--- config.mk ---
export PLATFORM = sky130hd
export DESIGN_NAME = compare_sar_driver_flat
export DESIGN_NICKNAME = d
export VERILOG_FILES = /design/src/rtl/compare_sar_driver_if.sv /design/src/rtl/compare_sar_driver.sv /design/src/flat_wrapper.sv
export SDC_FILE = /design/constraint.sdc
export NUM_CORES = 1
export LEC_CHECK = 0
export ABC_AREA = 1
export CAP_MARGIN = 10
export CORE_UTILIZATION = 55
export CTS_CLUSTER_DIAMETER = 150
export DETAILED_ROUTE_END_ITERATION = 8
export MAX_ROUTING_LAYER = met4
export PLACE_DENSITY_LB_ADDON = 0.12
export SYNTH_ARGS = -nofsm -noshare
export SYNTH_HDL_FRONTEND = slang
export SYNTH_SLANG_ARGS = --single-unit
--- constraint.sdc ---
create_clock -name clk -period 4.6 [get_ports clk]
set_input_delay 0.46 -clock clk [delete_from_list [all_inputs] [get_ports clk]]
set_output_delay 0.46 -clock clk [all_outputs]
set_load 0.03 [all_outputs]
--- src/rtl/compare_sar_driver_if.sv ---
// Bundles the request/result handshake with the comparator-facing probe and flag lines.
// master is the SAR driver; slave is whatever owns start and the comparator.
interface compare_sar_driver_if #(
   parameter int N = 4
);
   logic         start;
   logic         GT;
   logic         LT;
   logic         EQ;
   logic [N-1:0] trial;
   logic [N-1:0] result;
   logic         busy;
   logic         done;
   logic         err;

   modport master (
      input  start, GT, LT, EQ,
      output trial, result, busy, done, err
   );

   modport slave (
      output start, GT, LT, EQ,
      input  trial, result, busy, done, err
   );
endinterface

--- src/rtl/compare_sar_driver.sv ---
// Successive-approximation driver for a registered magnitude comparator: probes B MSB-first
// and recovers the unsigned value on the comparator's A input from its GT/LT/EQ flags.
module compare_sar_driver #(
   parameter int N = 4
) (
   input  logic                  clk,
   input  logic                  reset_n,
   compare_sar_driver_if.master  bus
);
   localparam int           IW    = (N > 1) ? $clog2(N) : 1;
   localparam logic [N-1:0] ONE_V = N'(1);
   localparam logic [N-1:0] MSB_V = ONE_V << (N - 1);
   localparam logic [IW-1:0] TOP_IDX = IW'(N - 1);

   typedef enum logic [1:0] {
      IDLE,
      PROBE,
      EVAL
   } state_t;

   state_t        state_q, state_d;
   logic [N-1:0]  acc_q, acc_d;
   logic [IW-1:0] idx_q, idx_d;
   logic [N-1:0]  trial_q, trial_d;
   logic [N-1:0]  result_q, result_d;
   logic          busy_q, busy_d;
   logic          done_q, done_d;
   logic          err_q, err_d;

   logic          flags_ok;
   logic [N-1:0]  new_acc;
   logic [N-1:0]  next_bit;

   always_comb begin
      state_d  = state_q;
      acc_d    = acc_q;
      idx_d    = idx_q;
      trial_d  = trial_q;
      result_d = result_q;
      busy_d   = busy_q;
      done_d   = 1'b0;
      err_d    = 1'b0;

      flags_ok = $onehot({bus.GT, bus.LT, bus.EQ});
      // GT keeps the probed bit, LT drops it; trial bits are disjoint so OR never carries.
      new_acc  = bus.GT ? trial_q : acc_q;
      next_bit = ONE_V << (idx_q - IW'(1));

      case (state_q)
         IDLE: begin
            if (bus.start) begin
               acc_d   = '0;
               idx_d   = TOP_IDX;
               trial_d = MSB_V;
               busy_d  = 1'b1;
               state_d = PROBE;
            end
         end
         PROBE: begin
            state_d = EVAL;
         end
         EVAL: begin
            if (!flags_ok) begin
               err_d   = 1'b1;
               busy_d  = 1'b0;
               state_d = IDLE;
            end else if (bus.EQ) begin
               result_d = trial_q;
               done_d   = 1'b1;
               busy_d   = 1'b0;
               state_d  = IDLE;
            end else if (idx_q == '0) begin
               result_d = new_acc;
               done_d   = 1'b1;
               busy_d   = 1'b0;
               state_d  = IDLE;
            end else begin
               acc_d   = new_acc;
               idx_d   = idx_q - IW'(1);
               trial_d = new_acc | next_bit;
               state_d = PROBE;
            end
         end
         default: begin
            state_d = IDLE;
         end
      endcase
   end

   always_ff @(posedge clk or negedge reset_n) begin
      if (!reset_n) begin
         state_q  <= IDLE;
         acc_q    <= '0;
         idx_q    <= TOP_IDX;
         trial_q  <= '0;
         result_q <= '0;
         busy_q   <= 1'b0;
         done_q   <= 1'b0;
         err_q    <= 1'b0;
      end else begin
         state_q  <= state_d;
         acc_q    <= acc_d;
         idx_q    <= idx_d;
         trial_q  <= trial_d;
         result_q <= result_d;
         busy_q   <= busy_d;
         done_q   <= done_d;
         err_q    <= err_d;
      end
   end

   assign bus.trial  = trial_q;
   assign bus.result = result_q;
   assign bus.busy   = busy_q;
   assign bus.done   = done_q;
   assign bus.err    = err_q;
endmodule

--- src/flat_wrapper.sv ---
// flat-port wrapper written by rule: the top's interface ports become plain ports
module compare_sar_driver_flat 
#(
   parameter int N = 4
)
  (clk, reset_n, bus_start, bus_GT, bus_LT, bus_EQ, bus_trial, bus_result, bus_busy, bus_done, bus_err);
  compare_sar_driver_if #(.N(N)) bus_i ();
  input  logic clk;
  input  logic reset_n;
  input wire logic [$bits(bus_i.start)-1:0] bus_start;
  input wire logic [$bits(bus_i.GT)-1:0] bus_GT;
  input wire logic [$bits(bus_i.LT)-1:0] bus_LT;
  input wire logic [$bits(bus_i.EQ)-1:0] bus_EQ;
  output wire logic [$bits(bus_i.trial)-1:0] bus_trial;
  output wire logic [$bits(bus_i.result)-1:0] bus_result;
  output wire logic [$bits(bus_i.busy)-1:0] bus_busy;
  output wire logic [$bits(bus_i.done)-1:0] bus_done;
  output wire logic [$bits(bus_i.err)-1:0] bus_err;
  assign bus_i.start = bus_start;
  assign bus_i.GT = bus_GT;
  assign bus_i.LT = bus_LT;
  assign bus_i.EQ = bus_EQ;
  assign bus_trial = bus_i.trial;
  assign bus_result = bus_i.result;
  assign bus_busy = bus_i.busy;
  assign bus_done = bus_i.done;
  assign bus_err = bus_i.err;
  compare_sar_driver #(.N(N)) u_core (.clk(clk), .reset_n(reset_n), .bus(bus_i));
endmodule
==> flow_metrics.env <==
export IMPL_fin_worst_skew_ns=0.000828
export IMPL_fmax_mhz=465
export IMPL_initial_core_util=0.591
export IMPL_fin_util=0.718
export IMPL_grt_overflow=0
export IMPL_place_ws_ns=2.15
export IMPL_drt_wirelength_per_cell_um=12.0
export IMPL_cts_made_buffers=3
export IMPL_grt_pass1_wl_um=3420
export IMPL_htreeDepth=1
export IMPL_tightest_slew_ns=0.826
export IMPL_final_common_cell="nand2_1"
export IMPL_dp_hpwl_um=1640
export IMPL_critPathLaunchType="primary input"
export IMPL_stdcell_count=176
export IMPL_place_port_buffers=16
export IMPL_layout_nets=163
export IMPL_num_rows=15
export IMPL_clockBufferDepth=2
export IMPL_postRouteWirelength_um=2110
export IMPL_cts_resized=0
export IMPL_required_ns=4.80
export IMPL_slowest_delay_ns=0.58
export IMPL_leakage_nw=0.687
export IMPL_grt_usage=0.241
export IMPL_cap_violations=0
export IMPL_synth_top_area_frac=0.417
export IMPL_post_route_drc_count=0
export IMPL_layout_setup_ws_ns=2.45
export IMPL_synthCells=131
export IMPL_antenna_found_initial=0
export IMPL_cp_end_kind="register"
export IMPL_ys_warn_count=0
export IMPL_status="finished clean"
export IMPL_critPathKind="in2reg"
export IMPL_core_um2=1730
export IMPL_synth_cell_type_count=20
export IMPL_die_y_um=45.1
export IMPL_period_share=0.468
export IMPL_final_cell_mix="64 x nand2_1, 17 x dfrtp_1, 16 x clkdlybuf4s50_1"
export IMPL_min_path_type="reg2reg"
export IMPL_timing_rr_start="u_core.idx_q[0]"
export IMPL_drt_iter0_markers=31
export IMPL_route_antenna_remaining_nets=0
export IMPL_min_from="u_core.bus.result[3]"
export IMPL_hold_viol=0
export IMPL_path_cells="clkdlybuf4s50_1 -> inv_1 -> fa_1 -> nor2_1 -> nand2_2 -> nand2_2 -> nand2_4 -> nand2_1 -> nand2_1"
export IMPL_synth_largest_area_cell="dfrtp_1"
export IMPL_syn_avg_cell_area_um2=7.79
export IMPL_max_vdd_ir_drop_uv=447
export IMPL_maxSlewViolCount=0
export IMPL_finalPower_w=0.000711
export IMPL_die_area_um2=2030
export IMPL_slew_limit_headroom=0.447
export IMPL_vias=854
export IMPL_finalSetupViolCount=0
export IMPL_io_pins=17
export IMPL_pwr_density_cell_nw_per_um2=574
export IMPL_synth_fp_nets=142
export IMPL_dr_pass1_iters=4
export IMPL_cp_slowest_cell="clkdlybuf4s50_1"
export IMPL_path_clk_slew_ns=0.11
export IMPL_cts_tree="built"
export IMPL_cts_root_buf="clkbuf_4"
export IMPL_gp_congestion=0.923
export IMPL_setup_tns_ns=0
export IMPL_post_cts_buffers=0
export IMPL_syn_to_final_growth_pct=21.4
export IMPL_antenna_diode_count=0
export IMPL_vias_per_cell=4.85
export IMPL_synth_area_um2=1020
export IMPL_netlist_top_cells_area="dfrtp_1 42%, nand2_1 24%, dfstp_2 5.1%"
export IMPL_cts_sinks=19
export IMPL_min_period_ns=2.15
export IMPL_crit_arrival_ns=2.35
export IMPL_drive_above_1_share=0.119
export IMPL_grt_pass1_vias=815
export IMPL_grt_max_degree=20
export IMPL_clk_latency_ns=0.30
export IMPL_ys_ff_latch=19
export IMPL_place_inst=172
export IMPL_setup_worst_path_start="bus_EQ"
export IMPL_rsz0062_at_grt="false"
export IMPL_die_w_um=45.1
export IMPL_yosysSeqAreaShare=0.468
export IMPL_hold_buffers=0
export IMPL_cp_max_fo=10
## routing by layer
layer  wire, um  GRT usage
met1        998      0.330
met2       1000      0.380
met3         79     0.0240
met4         23     0.0727
met5          0          -
## final timing paths
path	endpoint	slack [ns]	depth (start not counted)
max reg2reg	u_core.acc_q[0]	2.95	8
max	u_core.acc_q[0]	2.45	9
min	u_core.bus.result[3]	0.49	2
min in group asynchronous	u_core.acc_q[2]	0.62	1
max in group asynchronous	u_core.bus.trial[3]	3.47	1
min reg2reg	u_core.bus.result[3]	0.49	2
## registers in the layout, indices dropped and copies added, names as in the netlist
register,flops
u_core.bus.busy,1
u_core.bus.done,1
u_core.bus.trial,4
u_core.acc_q,4
u_core.bus.result,4
u_core.idx_q,2
u_core.bus.err,1
u_core.state_q,2
## synthesized netlist by cell type, drive strengths merged
master,n
o21ai,5
nand3,4
clkinv,5
fa,1
nand2,69
dfstp,2
nor2,8
ha,4
dfrtp,17
inv,12
a21oi,1
nand3b,3
## metrics by stage
step                      hold slack (ns)  instance area [um2]
after global placement              0.456                 1210
after CTS                           0.495                 1240
after detailed placement            0.467                 1210
final                               0.485                 1240
after global routing                0.519                 1240
after floorplan                     0.164                 1020
## final cells by class
cell class	instances	area, um2
timing repair buffer	16	160
sequential	19	478
clock buffer	3	22.5
fill	151	487
tap	25	31.3
clock inverter	1	5.00
inverter	17	70.1
multi-input combinational	95	473
## report_power, final
group	switching (W)	internal (W)	leakage (nW)
sequential	0.0000490	0.000224	0.248
combinational	0.000219	0.000134	0.422
clock	0.0000526	0.0000325	0.0177
total	0.000321	0.000390	0.687
## logic make-up (layout without fill, tap and decap cells)
logic type               count (synthesis)  after routing  synth area share
AND/OR/NAND/NOR                         84             84             0.354
flip-flops                              19             19             0.468
adder cells (fa/ha/maj)                  5              5            0.0686
AO/OA/AOI/OAI                            6              6            0.0404
buffers and inverters                   17             37            0.0686
## worst max-delay path, delay by kind of cell
kind	cells	cell delay, ns
adders and majority gates	1	0.51
buffers and inverters	2	0.72
and+or+nand+nor	6	0.66
(Power assumes the default switching activity.)
